[src/rtl/atm_pkg.sv]
// Shared types and default widths for the ATM account-database access blocks.
package atm_pkg;

  typedef enum logic [1:0] {
    IDLE    = 2'd0,
    GRANT   = 2'd1,
    HOLDOFF = 2'd2
  } state_e;

  localparam int unsigned card_width    = 3;
  localparam int unsigned balance_width = 20;
  localparam int unsigned users_num     = 7;

endpackage

[src/rtl/rr_picker.sv]
// Combinational round-robin pick: first eligible terminal at or after rr_ptr, wrapping.
module rr_picker #(
  parameter int unsigned terminals_num = 4,
  parameter int unsigned idx_width     = 2
) (
  input  logic [terminals_num-1:0] eligible,
  input  logic [idx_width-1:0]     rr_ptr,
  output logic [terminals_num-1:0] pick,
  output logic [idx_width-1:0]     index
);

  logic                 found;
  int unsigned          slot;
  logic [idx_width-1:0] slot_idx;

  always_comb begin
    pick     = '0;
    index    = '0;
    found    = 1'b0;
    slot     = 0;
    slot_idx = '0;
    for (int unsigned k = 0; k < terminals_num; k++) begin
      slot     = (32'(rr_ptr) + k) % terminals_num;
      slot_idx = idx_width'(slot);
      if (!found && eligible[slot_idx]) begin
        found          = 1'b1;
        pick[slot_idx] = 1'b1;
        index          = slot_idx;
      end
    end
  end

endmodule

[src/rtl/atm_db_arbiter.sv]
// Round-robin arbiter granting ATM terminals exclusive access to the account
// database, with an idle timeout that revokes and masks a stalled terminal.
module atm_db_arbiter
  import atm_pkg::*;
#(
  parameter int unsigned terminals_num  = 4,
  parameter int unsigned card_width     = 3,
  parameter int unsigned timeout_cycles = 16
) (
  input  logic                              clk,
  input  logic                              rst,
  input  logic [terminals_num-1:0]          req,
  input  logic [terminals_num*card_width-1:0] card_bus,
  input  logic                              db_op_done,
  output logic [terminals_num-1:0]          grant,
  output logic                              grant_valid,
  output logic [card_width-1:0]             db_card_number,
  output logic [terminals_num-1:0]          timeout_err,
  output logic [7:0]                        ops_count
);

  localparam int unsigned idx_width = (terminals_num > 1) ? $clog2(terminals_num) : 1;
  localparam int unsigned tmr_width = (timeout_cycles > 1) ? $clog2(timeout_cycles) : 1;

  state_e                   state_q, state_d;
  logic [idx_width-1:0]     rr_ptr_q, rr_ptr_d;
  logic [idx_width-1:0]     gidx_q, gidx_d;
  logic [tmr_width-1:0]     timer_q, timer_d;
  logic [terminals_num-1:0] mask_q, mask_d;
  logic [terminals_num-1:0] grant_d, timeout_err_d;
  logic                     grant_valid_d;
  logic [card_width-1:0]    card_d;
  logic [7:0]               ops_d;

  logic [terminals_num-1:0] eligible, pick;
  logic [idx_width-1:0]     pick_idx;
  logic [card_width-1:0]    cards [terminals_num];

  for (genvar g = 0; g < terminals_num; g++) begin : g_cards
    assign cards[g] = card_bus[g*card_width +: card_width];
  end

  assign eligible = req & ~mask_q;

  rr_picker #(
    .terminals_num(terminals_num),
    .idx_width    (idx_width)
  ) u_picker (
    .eligible(eligible),
    .rr_ptr  (rr_ptr_q),
    .pick    (pick),
    .index   (pick_idx)
  );

  // Next-state and registered-output logic; release beats op_done beats timeout.
  always_comb begin
    state_d       = state_q;
    rr_ptr_d      = rr_ptr_q;
    gidx_d        = gidx_q;
    timer_d       = timer_q;
    mask_d        = mask_q & req;
    grant_d       = grant;
    grant_valid_d = grant_valid;
    card_d        = db_card_number;
    timeout_err_d = '0;
    ops_d         = ops_count;
    case (state_q)
      IDLE: begin
        if (|eligible) begin
          state_d       = GRANT;
          grant_d       = pick;
          grant_valid_d = 1'b1;
          card_d        = cards[pick_idx];
          gidx_d        = pick_idx;
          rr_ptr_d      = (pick_idx == idx_width'(terminals_num - 1)) ? '0 : pick_idx + 1'b1;
          timer_d       = '0;
        end
      end
      GRANT: begin
        if (db_op_done && ops_count != 8'hFF) ops_d = ops_count + 8'd1;
        if (!req[gidx_q]) begin
          state_d       = IDLE;
          grant_d       = '0;
          grant_valid_d = 1'b0;
          timer_d       = '0;
        end else if (db_op_done) begin
          timer_d = '0;
        end else if (timer_q == tmr_width'(timeout_cycles - 1)) begin
          state_d       = HOLDOFF;
          grant_d       = '0;
          grant_valid_d = 1'b0;
          timeout_err_d = grant;
          mask_d        = (mask_q & req) | grant;
          timer_d       = '0;
        end else begin
          timer_d = timer_q + 1'b1;
        end
      end
      HOLDOFF: state_d = IDLE;
      default: state_d = IDLE;
    endcase
  end

  always_ff @(posedge clk or negedge rst) begin
    if (!rst) begin
      state_q        <= IDLE;
      rr_ptr_q       <= '0;
      gidx_q         <= '0;
      timer_q        <= '0;
      mask_q         <= '0;
      grant          <= '0;
      grant_valid    <= 1'b0;
      db_card_number <= '0;
      timeout_err    <= '0;
      ops_count      <= '0;
    end else begin
      state_q        <= state_d;
      rr_ptr_q       <= rr_ptr_d;
      gidx_q         <= gidx_d;
      timer_q        <= timer_d;
      mask_q         <= mask_d;
      grant          <= grant_d;
      grant_valid    <= grant_valid_d;
      db_card_number <= card_d;
      timeout_err    <= timeout_err_d;
      ops_count      <= ops_d;
    end
  end

endmodule

[config.mk]
export PLATFORM = sky130hd
export DESIGN_NAME = atm_db_arbiter
export DESIGN_NICKNAME = d
export VERILOG_FILES = /design/src/rtl/atm_pkg.sv /design/src/rtl/rr_picker.sv /design/src/rtl/atm_db_arbiter.sv
export SDC_FILE = /design/constraint.sdc
export NUM_CORES = 1
export LEC_CHECK = 0
export ABC_AREA = 1
export CAP_MARGIN = 20
export CORE_MARGIN = 10
export CORE_UTILIZATION = 52
export DETAILED_ROUTE_END_ITERATION = 8
export GPL_TIMING_DRIVEN = 0
export PLACE_DENSITY = 0.83
export SYNTH_ARGS = -nofsm -noshare
export SYNTH_HDL_FRONTEND = slang
export SYNTH_SLANG_ARGS = --single-unit
export TNS_END_PERCENT = 50
[constraint.sdc]
create_clock -name clk -period 3 [get_ports clk]
set_clock_uncertainty 0.15 [all_clocks]
set_input_delay 0.3 -clock clk [delete_from_list [all_inputs] [get_ports clk]]
set_output_delay 0.3 -clock clk [all_outputs]
set_load 0.02 [all_outputs]
== After elaboration in Yosys (flattened, before gate mapping) ==
Cells that the tools add are included.

* Output and inout bits: 20
* Bits of input ports: 19
* Flip-flop bits (word level): 34

* Equal/unequal tests: 7
* Magnitude comparators: 10
* Muxes and demuxes: 61
* Bitwise operators: 8
* Add/sub/neg operators: 6
* Reduce and logical (&&, ||, !) cells: 19

{| class="wikitable"
|+ Operator list
! kind !! count
|-
| $mux W4 || 20
|-
| $mux W2 || 9
|-
| $mux W1 || 16
|-
| $or A4 B4 Y4 || 4
|-
| $pmux W4 S2 || 2
|-
| $lt A2 B3 Y1 const B || 5
|-
| $bmux W1 S2 || 5
|-
| $add A8 B1 Y8 const B || 1
|-
| $and A4 B4 Y4 || 2
|-
| $demux W1 S2 || 4
|-
| $ge A2 B1 Y1 const B || 4
|-
| $logic_and A1 B1 Y1 || 8
|-
| $ne A8 B8 Y1 const B || 1
|-
| $bmux W3 S2 || 1
|-
| $mux W3 || 2
|-
| $ne A3 B3 Y1 const B || 2
|-
| $reduce_and A2 Y1 || 3
|-
| $add A2 B1 Y2 const B || 2
|-
| $add A2 B2 Y2 const B || 2
|-
| $add A4 B1 Y4 const B || 1
|-
| $eq A4 B4 Y1 const B || 1
|-
| $not A4 Y4 || 1
|-
| $pmux W2 S2 || 1
|-
| $reduce_and A4 Y1 || 1
|-
| 11 further kinds || 13
|}

== Depth between registers and ports, before layout ==
* Depth after elaboration: 18
* Gate-level depth with buffers: 14
* Depth with buffers taken out: 14

== By module ==
Synthesis repeated with hierarchy kept, for this count alone.

* Cell total of the unflattened synthesis: 299
* Area, all modules: 2239.6 µm²

{| class="wikitable"
|+ Modules (own cells, without submodules)
! module !! seq. area each (µm²) !! instances !! area each (µm²) !! cells each
|-
| atm_db_arbiter || 850.8 || 1 || 1724.2 || 217
|-
| rr_picker || 0.0 || 1 || 515.5 || 82
|}

== Worst setup path before layout ==
Ideal clock, no wire load.

* Path type: register to register
* From: reg rr_ptr_q[0]
* To: reg db_card_number[0]
* Slack: 860 ps
* Buffers on the path: 0
* Library setup time: 117 ps
* Cell stages (with the launch flop): 15
* Required time: 2733 ps
* Arrival: 1873 ps
* Cell sequence: dfrtp_1 -> inv_4 -> ha_1 -> inv_1 -> nand3_1 -> nand2_1 -> nand2_1 -> nor2_4 -> nand3_4 -> nand2_4 -> nand2_1 -> nand3_1 -> nand2_1 -> nand2_1 -> nand2_1

* Cells in the longest elaborated chain, start to end: 16
* Elaborated cells on any way between the ends: 28
* Classes of those cells: add/sub: 3; mux: 18; bitwise: 1; reduce/logical: 6

{| class="wikitable"
|+ Ends and longest elaborated chain
! what !! line !! text
|-
| start, declared || atm_db_arbiter.sv:26 || <nowiki>logic [idx_width-1:0] rr_ptr_q, rr_ptr_d;</nowiki>
|-
| start signal, assigned || atm_db_arbiter.sv:118 || <nowiki>rr_ptr_q <= rr_ptr_d;</nowiki>
|-
| parallel branches: the longest is 11 deep, another holds $add A2 B1 Y2 || - ||
|-
| $mux W2 * || rr_picker.sv:25 || <nowiki>if (!found && eligible[slot_idx]) begin</nowiki>
|-
| $not A2 Y3 (implied by the code) * || atm_db_arbiter.sv:73 || <nowiki>card_d = cards[pick_idx];</nowiki>
|-
| $bmux W3 S2 * || atm_db_arbiter.sv:73 ||
|-
| $mux W3 (implied by the code) * (2 in series) || atm_db_arbiter.sv:73 ||
|-
| end signal, assigned || atm_db_arbiter.sv:124 || <nowiki>db_card_number <= card_d;</nowiki>
|-
| end, declared || atm_db_arbiter.sv:17 || <nowiki>output logic [card_width-1:0] db_card_number,</nowiki>
|}

Every way passes the cells marked *. The select of a mux whose other input is x is not followed.
A chain may end at the register's enable or synchronous reset.

== Worst setup path after layout ==
* From: reg rr_ptr_q[1]
* To: reg db_card_number[2]

The elaborated chain is that of the path after synthesis.

==> results.yml <==
synth:
  synth-seq-cells: 34
  async_flop_share_pct: 100
  synthCells: 263
  synth.area.top_cells: "dfrtp_1 (41%), nand2_1 (12%), nand3_1 (9.3%)"
  synthDistinctLibCells: 30
  avgSynthCellArea_sq_um: 7.97
  synth-edff-count: 0
  yosysTopAreaCell: "dfrtp_1"
  synth_area_sq_um: 2100
  syn_nets: 292
  synth.top_cells.by_count: "nand2_1 (67), nand3_1 (39), dfrtp_1 (34)"
  synth.most_common_cell: "nand2_1"
  ys_warn_count: 0
  synth_ff_type: "dfrtp_1"
  yosysSeqAreaShare_pct: 40.6
  netlist.area_leader.share_pct: 40.6
detailed_routing:
  routed_wl_microns: 4930
  ant_nets: 0
  drt_iter0_markers: 142
  routedWlPerCell_microns: 13.7
  drcViolationCount: 0
  route.vias.total: 1952
  vias_per_cell: 5.42
  dr.pass1.iters: 4
critical_path:
  slowest_delay_ns: 0.54
  cp_cell_sequence: "inv_1, ha_1, inv_1, nand3_1, nand2_1, nand2_1, nor2_4, nand3_4, nand2_4, nand2_1, nand3_1, nand2_1, nand2_1, nand2_1"
  crit_path_start_kind: "register"
  crit_path_frequent_cell: "nand2_1"
  timing.rr.start: "rr_ptr_q[1]$_DFFE_PN0P_"
  slowest_stage: "dfrtp_1"
  path_class: "register to register"
  path_delay_family: "simple AND/OR/NAND/NOR gates"
  worst-path-buf-inv: 2
  path_max_fanout: 9
  crit_start: "rr_ptr_q[1]$_DFFE_PN0P_"
  cp_data_arrival_time_ns: 2.56
  critPathCaptureType: "register"
  required_ns: 3.02
clock_tree:
  clk_latency_ns: 0.28
  cts_buffers: 5
  cts_hold_buf: 1
  cts.repair.resized: 0
  cts_max_path_buffers: 2
  cts-root-buf: "clkbuf_8"
  cts_tree: "yes"
  cts_max_level: 2
  post_cts.repair.setup_buffers: 0
  clkSlewWorstSetupHoldPaths_ns: 0.07
  cts_sinks: 34
power_and_ir_drop:
  p_total_mw: 2.72
  irDropWorstVdd_mv: 0.567
  p_per_area_nw_per_um2: 1030
  p_leak_nw: 1.31
cells_and_area:
  area_growth_syn_to_layout_pct: 25.7
  drive_gt1_share_pct: 9.03
  final_cells: 360
  num_antenna_cells: 0
  final_nets: 338
  fill_cells: 330
sta:
  finalCritPeriodShare_pct: 84.5
  hold_slack_ns: 0.338
  clock.fmax_mhz: 394
  setup_viol: 0
  relSlewSlack_pct: 51.0
  worst_slack_ns: 0.465
  finalHoldViolations: 0
  rsz0062_at_grt: "false"
  fin_setup_tns_ns: 0
  drv_slew: 0
  fin_crit_ns: 2.54
  tightest_slew_ns: 0.735
grt:
  grt_pass1_wl_microns: 8700
  grtUsageTotal_pct: 14.2
  grt_pass1_vias: 1936
  grt_max_degree: 35
  grt-ovfl-total: 0
  antenna_found_initial: 0
die:
  core.rowCount: 23
  die_x_microns: 83.5
  die_y_microns: 83.5
  initial_core_util_pct: 53.2
  dieArea_sq_um: 6970
  core_sq_um: 3940
  pin_count: 39
place:
  pre_cts_slack_ns: 0.509
  hpwl_microns: 3800
  gp_congestion: 0.876
  place_inst: 351
  port-buffer-count: 38
min_path:
  hold_class: "register to register"
  min_from: "mask_q[3]$_DFF_PN0_"
flow_run:
  maxCapViolCount: 0
outcome:
  status: "complete, no violations"
## state kept, by name, summed over array words and instances (netlist names), 3 cells and up
name and flops:
timeout_err 4, timer_q 4, mask_q 4, ops_count 8, grant 4, db_card_number 3
## tightest hold or removal path, cell delays in order (launching register included)
cell     delay [ns]
dfrtp_1        0.35
nand2_1        0.05
o21ai_0        0.06
## cell usage in the layout (no fill, tap or decap), types with 3 or more instances in the layout
cell type,instances
a21oi_1,7
nand3_1,39
clkdlybuf4s50_1,37
nand3b_1,3
nor2_1,15
ha_1,10
dfrtp_1,34
nand2_1,67
nand4_1,3
clkbuf_8,6
nand3_2,7
xor2_1,6
xnor2_1,3
inv_1,29
o21ai_0,17
## logic make-up (layout without fill, tap and decap cells)
family | Yosys count | in the layout | share of synthesized area [%]
AOI/OAI and AO/OA | 33 | 33 | 9.07
DFF | 34 | 34 | 40.6
and+or+nand+nor | 144 | 144 | 34.2
muxes | 1 | 1 | 0.537
buffers and inverters | 32 | 79 | 5.85
xor gates and xnor gates | 9 | 9 | 3.76
adders and majority gates | 10 | 10 | 5.97
## metrics by stage
step / util, % / instance area, sq um
2_1_floorplan: - / 2100
3_3_place_gp: 64.4 / 2540
3_5_place_dp: 64.3 / 2530
4_1_cts: 66.9 / 2640
5_1_grt: 66.9 / 2640
6_report: 66.9 / 2640
## final cells by class
| class | instances | area (sq um) | share of cell area [%] |
|---|---|---|---|
| timing repair buffer | 39 | 385 | 14.6 |
| buffer | 1 | 3.75 | 0.142 |
| multi-input combinational | 197 | 1120 | 42.6 |
| clock buffer | 7 | 86.3 | 3.27 |
| clock inverter | 1 | 5.00 | 0.190 |
| inverter | 31 | 119 | 4.51 |
| sequential | 34 | 851 | 32.3 |
| tap | 50 | 62.6 | 2.37 |
## final timing paths
check,slack [ns],depth (start not counted),to
worst max-delay path,0.46,14,db_card_number[2]$_DFFE_PN0P_
worst min register to register,0.34,2,mask_q[3]$_DFF_PN0_
worst min-delay path,0.34,2,mask_q[3]$_DFF_PN0_
min in group asynchronous,0.47,2,timeout_err[3]$_DFF_PN0_
max in group asynchronous,1.76,2,db_card_number[0]$_DFFE_PN0P_
worst max register to register,0.46,14,db_card_number[2]$_DFFE_PN0P_
## power breakdown
group / leakage, nW / switching [mW] / internal, mW
sequential: 0.435 / 0.150 / 0.593
combinational: 0.827 / 1.03 / 0.600
clock: 0.0482 / 0.155 / 0.185
## per-layer routing
metal	part of all wire (%)	GRT usage (%)
met5	0	0
met4	1.4	4.26
met3	7.1	4.20
met2	46	22.5
met1	46	18.2
(Power assumes the default switching activity.)
